`src/rtl/alu_pkg.sv`:
```
// alu_pkg: shared constants and types for the ALU issue controller.
//   - 3-bit ALU operation codes driven to the external ALU
//   - instruction opcode / R-type funct field encodings
//   - FSM state type and branch-kind type
package alu_pkg;

  localparam logic [2:0] ALU_ADD  = 3'b000;
  localparam logic [2:0] ALU_SUB  = 3'b001;
  localparam logic [2:0] ALU_AND  = 3'b010;
  localparam logic [2:0] ALU_OR   = 3'b011;
  localparam logic [2:0] ALU_SLTU = 3'b100;
  localparam logic [2:0] ALU_SLT  = 3'b101;

  localparam logic [5:0] OP_RTYPE = 6'b000000;
  localparam logic [5:0] OP_BEQ   = 6'b000100;
  localparam logic [5:0] OP_BNE   = 6'b000101;
  localparam logic [5:0] OP_ADDI  = 6'b001000;
  localparam logic [5:0] OP_SLTI  = 6'b001010;
  localparam logic [5:0] OP_SLTIU = 6'b001011;
  localparam logic [5:0] OP_ANDI  = 6'b001100;
  localparam logic [5:0] OP_ORI   = 6'b001101;

  localparam logic [5:0] FN_ADD  = 6'b100000;
  localparam logic [5:0] FN_SUB  = 6'b100010;
  localparam logic [5:0] FN_AND  = 6'b100100;
  localparam logic [5:0] FN_OR   = 6'b100101;
  localparam logic [5:0] FN_SLT  = 6'b101010;
  localparam logic [5:0] FN_SLTU = 6'b101011;

  typedef enum logic [1:0] {
    ST_IDLE = 2'd0,
    ST_EXEC = 2'd1,
    ST_HOLD = 2'd2
  } state_t;

  typedef enum logic [1:0] {
    BR_NONE = 2'd0,
    BR_EQ   = 2'd1,
    BR_NE   = 2'd2
  } br_kind_t;

endpackage

```
`src/rtl/alu_decode.sv`:
```
// alu_decode: combinational instruction decode.
//   in : op[5:0], funct[5:0], imm[15:0], src_a, src_b
//   out: aluop[2:0], rega, regb (ALU operands), illegal, br_kind
// Unknown op/funct combinations decode as illegal with a zeroed ADD so the
// external ALU produces a harmless all-zero result.
module alu_decode
  import alu_pkg::*;
#(
  parameter int DATA_W = 32
) (
  input  logic [5:0]        op,
  input  logic [5:0]        funct,
  input  logic [15:0]       imm,
  input  logic [DATA_W-1:0] src_a,
  input  logic [DATA_W-1:0] src_b,
  output logic [2:0]        aluop,
  output logic [DATA_W-1:0] rega,
  output logic [DATA_W-1:0] regb,
  output logic              illegal,
  output br_kind_t          br_kind
);

  logic [DATA_W-1:0] imm_sext;
  logic [DATA_W-1:0] imm_zext;

  assign imm_sext = {{(DATA_W-16){imm[15]}}, imm};
  assign imm_zext = {{(DATA_W-16){1'b0}}, imm};

  always_comb begin
    aluop   = ALU_ADD;
    rega    = src_a;
    regb    = src_b;
    illegal = 1'b0;
    br_kind = BR_NONE;
    case (op)
      OP_RTYPE: begin
        case (funct)
          FN_ADD:  aluop = ALU_ADD;
          FN_SUB:  aluop = ALU_SUB;
          FN_AND:  aluop = ALU_AND;
          FN_OR:   aluop = ALU_OR;
          FN_SLTU: aluop = ALU_SLTU;
          FN_SLT:  aluop = ALU_SLT;
          default: illegal = 1'b1;
        endcase
      end
      OP_ADDI:  begin aluop = ALU_ADD;  regb = imm_sext; end
      OP_SLTI:  begin aluop = ALU_SLT;  regb = imm_sext; end
      OP_SLTIU: begin aluop = ALU_SLTU; regb = imm_sext; end
      OP_ANDI:  begin aluop = ALU_AND;  regb = imm_zext; end
      OP_ORI:   begin aluop = ALU_OR;   regb = imm_zext; end
      OP_BEQ:   begin aluop = ALU_SUB;  br_kind = BR_EQ; end
      OP_BNE:   begin aluop = ALU_SUB;  br_kind = BR_NE; end
      default:  illegal = 1'b1;
    endcase
    if (illegal) begin
      aluop = ALU_ADD;
      rega  = '0;
      regb  = '0;
    end
  end

endmodule

```
`src/rtl/alu_issue_ctrl.sv`:
```
// alu_issue_ctrl: decode, sequence and capture for an external combinational ALU.
//   CLK, Reset (async, active-high)
//   in_valid/in_ready      : request handshake (ready only in IDLE)
//   op, funct, imm, src_a, src_b : instruction fields and operands
//   ALUopcode, rega, regb  : registered drive to the external ALU
//   result, zero, sign     : external ALU response, same cycle
//   out_valid/out_ready    : result handshake (valid only in HOLD)
//   out_result, out_zero, out_sign, branch_taken, illegal, overflow
// Optional feature: define ALU_OVF_DETECT_EN to enable signed-overflow
// detection; otherwise overflow is tied to 0.
module alu_issue_ctrl
  import alu_pkg::*;
#(
  parameter int DATA_W = 32
) (
  input  logic              CLK,
  input  logic              Reset,
  input  logic              in_valid,
  output logic              in_ready,
  input  logic [5:0]        op,
  input  logic [5:0]        funct,
  input  logic [15:0]       imm,
  input  logic [DATA_W-1:0] src_a,
  input  logic [DATA_W-1:0] src_b,
  output logic [2:0]        ALUopcode,
  output logic [DATA_W-1:0] rega,
  output logic [DATA_W-1:0] regb,
  input  logic [DATA_W-1:0] result,
  input  logic              zero,
  input  logic              sign,
  output logic              out_valid,
  input  logic              out_ready,
  output logic [DATA_W-1:0] out_result,
  output logic              out_zero,
  output logic              out_sign,
  output logic              branch_taken,
  output logic              illegal,
  output logic              overflow
);

  state_t            state, state_nx;

  logic [2:0]        dec_aluop;
  logic [DATA_W-1:0] dec_rega, dec_regb;
  logic              dec_illegal;
  br_kind_t          dec_br;

  logic [2:0]        aluop_p0;
  logic [DATA_W-1:0] rega_p0, regb_p0;
  logic              illegal_p0;
  br_kind_t          br_p0;

  logic [DATA_W-1:0] result_p1;
  logic              zero_p1, sign_p1, taken_p1, illegal_p1;

`ifdef ALU_OVF_DETECT_EN
  logic              ovf_p1;

  // Signed overflow only exists for add/sub; the operand and result sign
  // bits are enough to detect it.
  function automatic logic ovf_detect(input logic [2:0] aop,
                                      input logic signed [DATA_W-1:0] a,
                                      input logic signed [DATA_W-1:0] b,
                                      input logic signed [DATA_W-1:0] r);
    case (aop)
      ALU_ADD: return (a[DATA_W-1] == b[DATA_W-1]) && (r[DATA_W-1] != a[DATA_W-1]);
      ALU_SUB: return (a[DATA_W-1] != b[DATA_W-1]) && (r[DATA_W-1] != a[DATA_W-1]);
      default: return 1'b0;
    endcase
  endfunction
`endif

  alu_decode #(.DATA_W(DATA_W)) u_decode (
    .op      (op),
    .funct   (funct),
    .imm     (imm),
    .src_a   (src_a),
    .src_b   (src_b),
    .aluop   (dec_aluop),
    .rega    (dec_rega),
    .regb    (dec_regb),
    .illegal (dec_illegal),
    .br_kind (dec_br)
  );

  always_comb begin
    state_nx = state;
    case (state)
      ST_IDLE: if (in_valid)  state_nx = ST_EXEC;
      ST_EXEC: state_nx = ST_HOLD;
      ST_HOLD: if (out_ready) state_nx = ST_IDLE;
      default: state_nx = ST_IDLE;
    endcase
  end

  always_ff @(posedge CLK or posedge Reset) begin
    if (Reset) begin
      state      <= ST_IDLE;
      aluop_p0   <= '0;
      rega_p0    <= '0;
      regb_p0    <= '0;
      illegal_p0 <= 1'b0;
      br_p0      <= BR_NONE;
      result_p1  <= '0;
      zero_p1    <= 1'b0;
      sign_p1    <= 1'b0;
      taken_p1   <= 1'b0;
      illegal_p1 <= 1'b0;
`ifdef ALU_OVF_DETECT_EN
      ovf_p1     <= 1'b0;
`endif
    end else begin
      state <= state_nx;
      // Stage p0: decoded request registered on accept; drives the ALU.
      if (state == ST_IDLE && in_valid) begin
        aluop_p0   <= dec_aluop;
        rega_p0    <= dec_rega;
        regb_p0    <= dec_regb;
        illegal_p0 <= dec_illegal;
        br_p0      <= dec_br;
      end
      // Stage p1: ALU response and derived flags captured for the HOLD phase.
      if (state == ST_EXEC) begin
        result_p1  <= illegal_p0 ? '0 : result;
        zero_p1    <= zero;
        sign_p1    <= sign;
        taken_p1   <= (br_p0 == BR_EQ) ? zero : ((br_p0 == BR_NE) ? !zero : 1'b0);
        illegal_p1 <= illegal_p0;
`ifdef ALU_OVF_DETECT_EN
        ovf_p1     <= ovf_detect(aluop_p0, rega_p0, regb_p0, result);
`endif
      end
    end
  end

  assign in_ready     = (state == ST_IDLE);
  assign out_valid    = (state == ST_HOLD);
  assign ALUopcode    = aluop_p0;
  assign rega         = rega_p0;
  assign regb         = regb_p0;
  assign out_result   = result_p1;
  assign out_zero     = zero_p1;
  assign out_sign     = sign_p1;
  assign branch_taken = taken_p1;
  assign illegal      = illegal_p1;
`ifdef ALU_OVF_DETECT_EN
  assign overflow     = ovf_p1;
`else
  assign overflow     = 1'b0;
`endif

endmodule
```
`config.mk`:
```
export PLATFORM = sky130hd
export DESIGN_NAME = alu_issue_ctrl
export DESIGN_NICKNAME = d
export VERILOG_FILES = /design/src/rtl/alu_pkg.sv /design/src/rtl/alu_decode.sv /design/src/rtl/alu_issue_ctrl.sv
export SDC_FILE = /design/constraint.sdc
export NUM_CORES = 1
export LEC_CHECK = 0
export CAP_MARGIN = 15
export CELL_PAD_IN_SITES_DETAIL_PLACEMENT = 2
export CELL_PAD_IN_SITES_GLOBAL_PLACEMENT = 2
export CORE_MARGIN = 5
export CORE_UTILIZATION = 23
export CTS_CLUSTER_DIAMETER = 100
export DETAILED_ROUTE_END_ITERATION = 10
export PLACE_DENSITY = 0.88
export SYNTH_ARGS = -nofsm -noshare
export SYNTH_HDL_FRONTEND = slang
export SYNTH_SLANG_ARGS = --single-unit
```
`constraint.sdc`:
```
create_clock -name CLK -period 4.5 [get_ports CLK]
set_clock_uncertainty 0.2 [all_clocks]
set_input_delay 0.675 -clock CLK [delete_from_list [all_inputs] [get_ports CLK]]
set_output_delay 0.675 -clock CLK [all_outputs]
set_load 0.03 [all_outputs]
```
-- Word level (Yosys, flattened, before mapping)
Index checks and enable logic that the tools add are counted.
Widths: inputs -> output; s select.
- add/sub/neg operators: 0
- multipliers: 0
- div/mod/pow operators: 0
- $lt $le $gt $ge: 0
- equality and inequality tests: 19
- shifts and indexed selects: 0
- mux-type cells: 15
- bitwise logic cells: 0
- reductions and logical operators: 10
- operator list (cell ; number):
    $mux 32 ; 3
    $pmux 32 s2 ; 1
    $eq 6x6->1 const B ; 6
    $eq 6x4->1 const B ; 5
    $pmux 3 s6 ; 1
    $pmux 3 s5 ; 1
    $eq 6x3->1 const B ; 2
    $reduce_or 7->1 ; 1
    $logic_not 6->1 ; 1
    $pmux 2 s3 ; 1
    $reduce_or 6->1 ; 1
    $eq 2x1->1 const B ; 2
    $eq 2x2->1 const B ; 2
    $mux 2 ; 2
    $pmux 2 s2 ; 1
    $reduce_or 2->1 ; 2
    $mux 1 ; 3
    $mux 3 ; 1
    $reduce_or 3->1 ; 1
    $logic_not 2->1 ; 1
    $ne 2x1->1 const B ; 1
    $ne 2x2->1 const B ; 1
    $pmux 1 s2 ; 1
    $reduce_and 2->1 ; 1
    2 further kinds ; 2
- register bits after elaboration: 108
- latch bits: 0
- RAM bits: 0
- memory bits (read-only): 0
- logic and storage cells: 55
- memories: 0

-- Depth between registers and ports, before layout
Gate-level depths: netlist (run 1).
- word-level depth: 5
- depth in mapped cells: 7
- gate-level depth less buffers: 5

-- Modules after synthesis
From an unflattened synthesis (run 1), not the netlist that was laid out.
- cell total of the unflattened synthesis: 470
- area, all modules: 5441.5 sq um
- modules (own cells, without submodules) (module ; instances ; cells each ; area an instance (sq um) ; sequential area each (sq um)):
    alu_issue_ctrl ; 1 ; 310 ; 4550.6 ; 2702.6
    alu_decode ; 1 ; 160 ; 890.9 ; 0.0

-- Worst setup path after synthesis (run 1)
No wires, ideal clock.
- path type: input to register
- start: input funct[2]
- end: register regb_p0[17], in the netlist regb[17]
- library setup time: 136 ps
- arrival: 1744 ps
- path slack: 2420 ps
- cell stages on the path: 6
- buffers on the path: 2
- cells stage by stage: nand2b_1 > o2bb2ai_1 > a2111oi_2 > buf_4 > buf_4 > o31ai_1
- word-level cells in the longest chain between the ends: 5
- RTL lines (element ; RTL line ; source):
    start: declaration ; alu_issue_ctrl.sv:21 ; input logic [5:0] funct,
    $eq 6x6->1 ; alu_decode.sv:37 ; case (funct)
    $reduce_or 6->1 (no line) (*) ; -- ;
    $mux 1 (*) ; alu_decode.sv:37 ;
    $pmux 1 s2 (*) ; alu_decode.sv:35 ; case (op)
    $mux 32 (*) ; alu_decode.sv:56 ; if (illegal) begin
    end signal: assignment ; alu_issue_ctrl.sv:118 ; regb_p0 <= dec_regb;
    end: declaration ; alu_issue_ctrl.sv:49 ; logic [DATA_W-1:0] rega_p0, regb_p0;
Every way passes the cells marked *; elsewhere a longest branch is shown, timed or not.
A chain may end at the register's enable or synchronous reset.

-- Final worst setup path (run 1)
- start: input op[2]
- end: register regb_p0[2], in the netlist regb[2]
- word-level cells in the longest chain between the ends: 4
- RTL lines (element ; RTL line ; source):
    start: declaration ; alu_issue_ctrl.sv:20 ; input logic [5:0] op,
    $eq 6x4->1 or $eq 6x3->1 (tied branches) ; alu_decode.sv:35 ;
    $reduce_or 7->1 (no line), or another cell as far along ; -- ;
    $pmux 1 s2 or $pmux 32 s2 (tied branches) ; alu_decode.sv:35 ;
    $mux 32 (*) ; alu_decode.sv:56 ;
Marked as above.

==> results of run 1 <==
-- per-layer routing --
metal,vias to the layer above,GRT usage [%],share of wire (%),routed length [µm]
met3,8,5.66,9.1,1640
met2,157,25.1,48,8690
li1,2104,-,-,-
met4,0,2.63,0.65,118
met1,2224,17.6,42,7580
met5,-,0,0,0
-- metrics by stage --
| stage | util [%] | cells | setup WS, ps | area [µm²] |
|---|---|---|---|---|
| 2_1_floorplan | - | 500 | 779 | 4900 |
| 3_3_place_gp | 35.6 | 977 | 1380 | 7480 |
| 3_5_place_dp | 35.6 | 977 | 1230 | 7480 |
| 4_1_cts | 37.0 | 993 | 1620 | 7770 |
| 5_1_grt | 37.0 | 993 | 1470 | 7770 |
| 6_report | 37.0 | 993 | 1610 | 7770 |
-- how the worst min path moves through the flow --
| stage | start | to | slack (ps) |
|---|---|---|---|
| final | rega[11]$_DFFE_PP0P_ | rega[11]$_DFFE_PP0P_ | 280 |
| after floorplan | br_p0[1]$_DFFE_PP0P_ | br_p0[1]$_DFFE_PP0P_ | 260 |
| after global placement | out_result[11]$_DFFE_PP0N_ | out_result[11]$_DFFE_PP0N_ | 260 |
| after detailed placement | rega[11]$_DFFE_PP0P_ | rega[11]$_DFFE_PP0P_ | 270 |
| after global routing | rega[10]$_DFFE_PP0P_ | rega[10]$_DFFE_PP0P_ | 300 |
| after CTS | rega[11]$_DFFE_PP0P_ | rega[11]$_DFFE_PP0P_ | 280 |
-- power by group through the flow --
stage                     clock [mW]  sequential [mW]  combinational [mW]
after global routing           0.867             1.36                1.61
after detailed placement           0             1.35                1.53
after CTS                      0.817             1.33                1.53
after global placement             0             1.33                1.49
final                          0.788             1.32                1.50
after floorplan                    0             1.71               0.424
-- critical path, cell delays in order --
cell and delay, ps:
clkdlybuf4s50_1 650, nand2b_1 320, nand2_1 130, nand3_2 360, buf_4 430, o31ai_1 340
-- cell usage after synthesis (all sizes together) (2+ instances only) --
cell type  instances  area share (%)
nor3b              4            0.71
buf               17             2.4
mux2               3            0.69
nand2b            38             4.9
dfrtp            108              55
nand3              2            0.20
o21ai             36             3.7
o31ai             65              10
nor2               7            0.54
nor3               2            0.20
clkbuf            24             1.8
a21oi             18             1.8
inv               36             2.8
nand2            106             8.1
nor4b              2            0.66
mux2i             16             3.3
nor2b              2            0.26
o41ai              2            0.36
-- registers in the layout (all words and copies together), names as in the netlist --
name and flops:
branch_taken 1, out_result 32, br_p0 2, rega 32, state 2, out_sign 1, regb 32, illegal 1
illegal_p0 1, ALUopcode 3, out_zero 1
-- kinds of logic (layout without fill, tap and decap cells) --
kind of cell	Yosys count	after routing	synth area share, %
AOI/OAI and AO/OA	128	128	17.6
buffers and inverters	77	295	7.00
DFF	108	108	55.2
muxes	19	19	3.96
other	1	1	0.0765
and+or+nand+nor	167	167	16.2
-- area by class of cell --
| cell class | instances | area [µm²] | area share (%) |
|---|---|---|---|
| clock inverters | 4 | 31.3 | 0.403 |
| clock buffers | 12 | 256 | 3.30 |
| flip-flops and latches | 108 | 2700 | 34.8 |
| multi-input cells | 315 | 1890 | 24.3 |
| inverters | 36 | 138 | 1.77 |
| well taps | 275 | 344 | 4.43 |
| repair buffers | 243 | 2410 | 31.0 |
==> impl_metrics.py, run 1 <==
metrics = {
    "sta": {
        "slew_headroom_pct": 36.0,
        "fin_hold_ws_ps": 278,
        "fmax_ghz": 0.346,
        "final.min_clock_period_ps": 2890,
        "fin_crit_sh_pct": 64.2,
        "finalMaxSlewViolations": 0,
        "hold_viol": 0,
        "setup_viol": 0,
        "fin_tns_setup_ps": 0,
        "rsz0062_at_grt": "false",
        "tightest_slew_ps": 959,
    },
    "global_route": {
        "grt_pass1_vias": 4964,
        "grt_first_pass_wirelength_mm": 27.8,
        "grt_antenna_before_repair": 0,
        "grt_max_degree": 74,
        "overflow": 0,
        "track_usage_pct": 14.6,
    },
    "clocking": {
        "cts_buffers": 9,
        "ctsResizeCount": 0,
        "clkSinkCount": 108,
        "clockBufferDepth": 2,
        "cts-root-buf": "clkbuf_16",
        "h-tree-depth": 3,
        "clkTransAtPathRegs_ps": 70,
        "post_cts_buffers": 0,
        "cts_tree": "yes",
        "clk_latency_ps": 340,
        "ctsHoldBuffers": 0,
    },
    "hold_path": {
        "worstHoldPathType": "flop to flop",
        "hold_depth": 2,
    },
    "logic_synthesis": {
        "synth_area_um2": 4900,
        "syn_nets": 630,
        "synth_cell_types": 36,
        "synth-edff-count": 0,
        "syn-instance-count": 500,
        "syn_area_per_cell_um2": 9.80,
        "synthFlopType": "dfrtp_1",
        "synth-seq-area-share_pct": 55.2,
        "ys_seq_elements": 108,
        "yosysWarnings": 0,
        "ys_async_sr_fraction_pct": 100,
    },
    "finish": {
        "final_common_cell": "clkdlybuf4s50_1",
        "antennaDiodeCount": 0,
        "fillers": 2296,
        "nNetsFinal": 843,
        "drive_gt1_share_pct": 5.29,
        "final_cell_mix": "clkdlybuf4s50_1 (234), dfrtp_1 (108), nand2_1 (105)",
        "area_growth_pct": 58.6,
    },
    "power": {
        "switchingPower_mw": 1.41,
        "power_mw": 3.61,
        "p_comb_share_pct": 41.6,
        "ir_worst_vdd_v": 0.000182,
        "p_seq_share_pct": 36.6,
        "p_clk_share_pct": 21.8,
        "leakage_nw": 3.32,
        "p_sw_share_pct": 39.1,
        "p_int_mw": 2.20,
        "p_per_area_nw_per_um2": 465,
    },
    "floorplan": {
        "die_h_um": 156,
        "die_area_um2": 24300,
        "fp.dieW_um": 156,
        "rows": 53,
        "io_pins": 236,
        "initial_core_util_pct": 23.3,
        "core-area_um2": 21000,
    },
    "worst_setup_path": {
        "r2r_start": "state[1]$_DFFE_PP0P_",
        "worst-path-max-fanout": 36,
        "worstSetupEndpointType": "flop",
        "critPathKind": "input pin to flop",
        "crit_required_ps": 4540,
        "cp.arrival_ps": 2920,
        "reg2reg_depth": 6,
        "cp-start-kind": "input pin",
        "startpoint": "op[2]",
        "r2r_slack_ps": 2240,
        "worstSetupEndpoint": "regb[2]$_DFFE_PP0P_",
        "timing.rr.end": "regb[2]$_DFFE_PP0P_",
    },
    "detailed_routing": {
        "routed-via-count": 4493,
        "drc": 0,
        "drtPass1Iterations": 4,
        "ant_nets": 0,
        "drt_iter0_drc": 126,
        "routed_wirelength_mm": 18.0,
        "drt-wirelength-per-cell_um": 18.1,
        "routed_via_density": 4.52,
    },
    "run_status": {
        "status": "finished clean",
    },
    "placed_design": {
        "port_buffers": 234,
        "hpwlAfterDp_mm": 13.5,
        "place_congestion": 0.763,
    },
    "job": {
        "drv_cap": 0,
    },
}
Note: power is estimated with default switching activity, not from simulation.
==> run 2, diff against run 1 <==
clock period = 2.7 ns   (was 4.5 ns; I/O delays follow)
==> run 2 against run 1 <==
Effect of this change:
- critical path depth decreased by 4
- total power increased by 72%
- count of clock-buffer cells in the layout decreased by 3
- highest routed layer is now met5
==> impl_metrics.py, run 2 (synthesis results as in run 1) <==
metrics = {
    "clocking": {
        "clkTransAtPathRegs_ps": 80,
        "post_cts_buffers": 0,
        "ctsResizeCount": 0,
        "cts-root-buf": "clkbuf_16",
        "clockBufferDepth": 2,
        "cts_tree": "yes",
        "cts_buffers": 9,
        "h-tree-depth": 3,
        "clk_latency_ps": 350,
        "clkSinkCount": 108,
        "ctsHoldBuffers": 0,
    },
    "power": {
        "power_mw": 6.22,
        "ir_worst_vdd_v": 0.000291,
        "p_per_area_nw_per_um2": 786,
        "leakage_nw": 3.39,
    },
    "placed_design": {
        "place_congestion": 0.712,
        "hpwlAfterDp_mm": 13.8,
        "dp_cells": 984,
        "port_buffers": 234,
        "placed_cell_area_um2": 7590,
        "pre_cts_ws_ps": 147,
    },
    "detailed_routing": {
        "drt_iter0_drc": 120,
        "wl_met3_mm": 1.56,
        "dr_wl_met2_mm": 9.05,
        "routed.top_layer": "met5",
        "drc": 0,
        "routed-via-count": 4513,
        "ant_nets": 0,
        "met1_length_mm": 7.67,
        "routed_wirelength_mm": 18.6,
        "drt-wirelength-per-cell_um": 18.6,
        "routed_via_density": 4.51,
        "drtPass1Iterations": 4,
    },
    "floorplan": {
        "die_area_um2": 24300,
        "initial_core_util_pct": 23.3,
        "core-area_um2": 21000,
        "io_pins": 236,
        "rows": 53,
        "die_h_um": 156,
        "fp.dieW_um": 156,
    },
    "sta": {
        "finalMaxSlewViolations": 0,
        "setup_ws_ps": 369,
        "fin_crit_sh_pct": 86.3,
        "fin_tns_setup_ps": 0,
        "rsz0062_at_grt": "false",
        "hold_viol": 0,
        "fmax_ghz": 0.429,
        "fin_hold_ws_ps": 279,
        "final.min_clock_period_ps": 2330,
        "slew_headroom_pct": 41.2,
        "setup_viol": 0,
        "tightest_slew_ps": 882,
    },
    "finish": {
        "fin_util_pct": 37.7,
        "drive_gt1_share_pct": 6.34,
        "final_common_cell": "clkdlybuf4s50_1",
        "final_cell_mix": "clkdlybuf4s50_1 (234), dfrtp_1 (108), nand2_1 (105)",
        "antennaDiodeCount": 0,
        "postLayoutCellArea_um2": 7920,
        "final_cells": 1000,
        "nNetsFinal": 850,
        "fillers": 2275,
        "area_growth_pct": 61.7,
    },
    "global_route": {
        "grt_pass1_vias": 4998,
        "track_usage_pct": 15.0,
        "grt_first_pass_wirelength_mm": 28.5,
        "grt_antenna_before_repair": 1,
        "overflow": 0,
        "grt_max_degree": 109,
    },
    "worst_setup_path": {
        "cp-start-kind": "flop",
        "crit_required_ps": 2100,
        "cp.arrival_ps": 1730,
        "worst-path-max-fanout": 3,
        "critPathKind": "flop to output pin",
        "worstSetupEndpointType": "output pin",
    },
    "hold_path": {
        "worstHoldPathType": "flop to flop",
    },
    "job": {
        "drv_cap": 0,
    },
    "run_status": {
        "status": "finished clean",
    },
}
-- run 2: power breakdown --
group | internal [mW] | total, mW | switching, mW
clock | 0.828 | 1.48 | 0.652
sequential | 1.97 | 2.19 | 0.227
combinational | 1.05 | 2.55 | 1.50
total | 3.84 | 6.22 | 2.38
-- run 2: critical path, stage by stage, from the launching register on --
cell and delay, ps:
dfrtp_1 400, nor2_1 230, clkdlybuf4s50_1 740
-- run 2: final cells by class --
| class | count | area (µm²) | area share [%] |
|---|---|---|---|
| Clock buffer | 9 | 225 | 2.84 |
| Timing Repair Buffer | 250 | 2510 | 31.7 |
| Tap cell | 275 | 344 | 4.34 |
| Clock inverter | 7 | 104 | 1.31 |
| Inverter | 36 | 139 | 1.75 |
| Multi-Input combinational cell | 315 | 1900 | 23.9 |
| Sequential cell | 108 | 2700 | 34.1 |
-- run 2: worst paths after layout --
path / startpoint / endpoint / slack (ps) / cells past startpoint
max: state[0]$_DFFE_PP0P_ / in_ready / 370 / 2
min: regb[29]$_DFFE_PP0P_ / regb[29]$_DFFE_PP0P_ / 280 / 2
max reg2reg: state[0]$_DFFE_PP0P_ / rega[0]$_DFFE_PP0P_ / 770 / 6
min reg2reg: regb[29]$_DFFE_PP0P_ / regb[29]$_DFFE_PP0P_ / 280 / 2
max in group asynchronous: Reset / out_result[5]$_DFFE_PP0N_ / 1480 / 3
min in group asynchronous: Reset / rega[0]$_DFFE_PP0P_ / 400 / 3
-- run 2: metal layers --
metal	up-vias	track usage, %
li1	2115	-
met1	2201	18.3
met2	175	25.4
met3	20	4.77
met4	2	4.29
met5	-	0
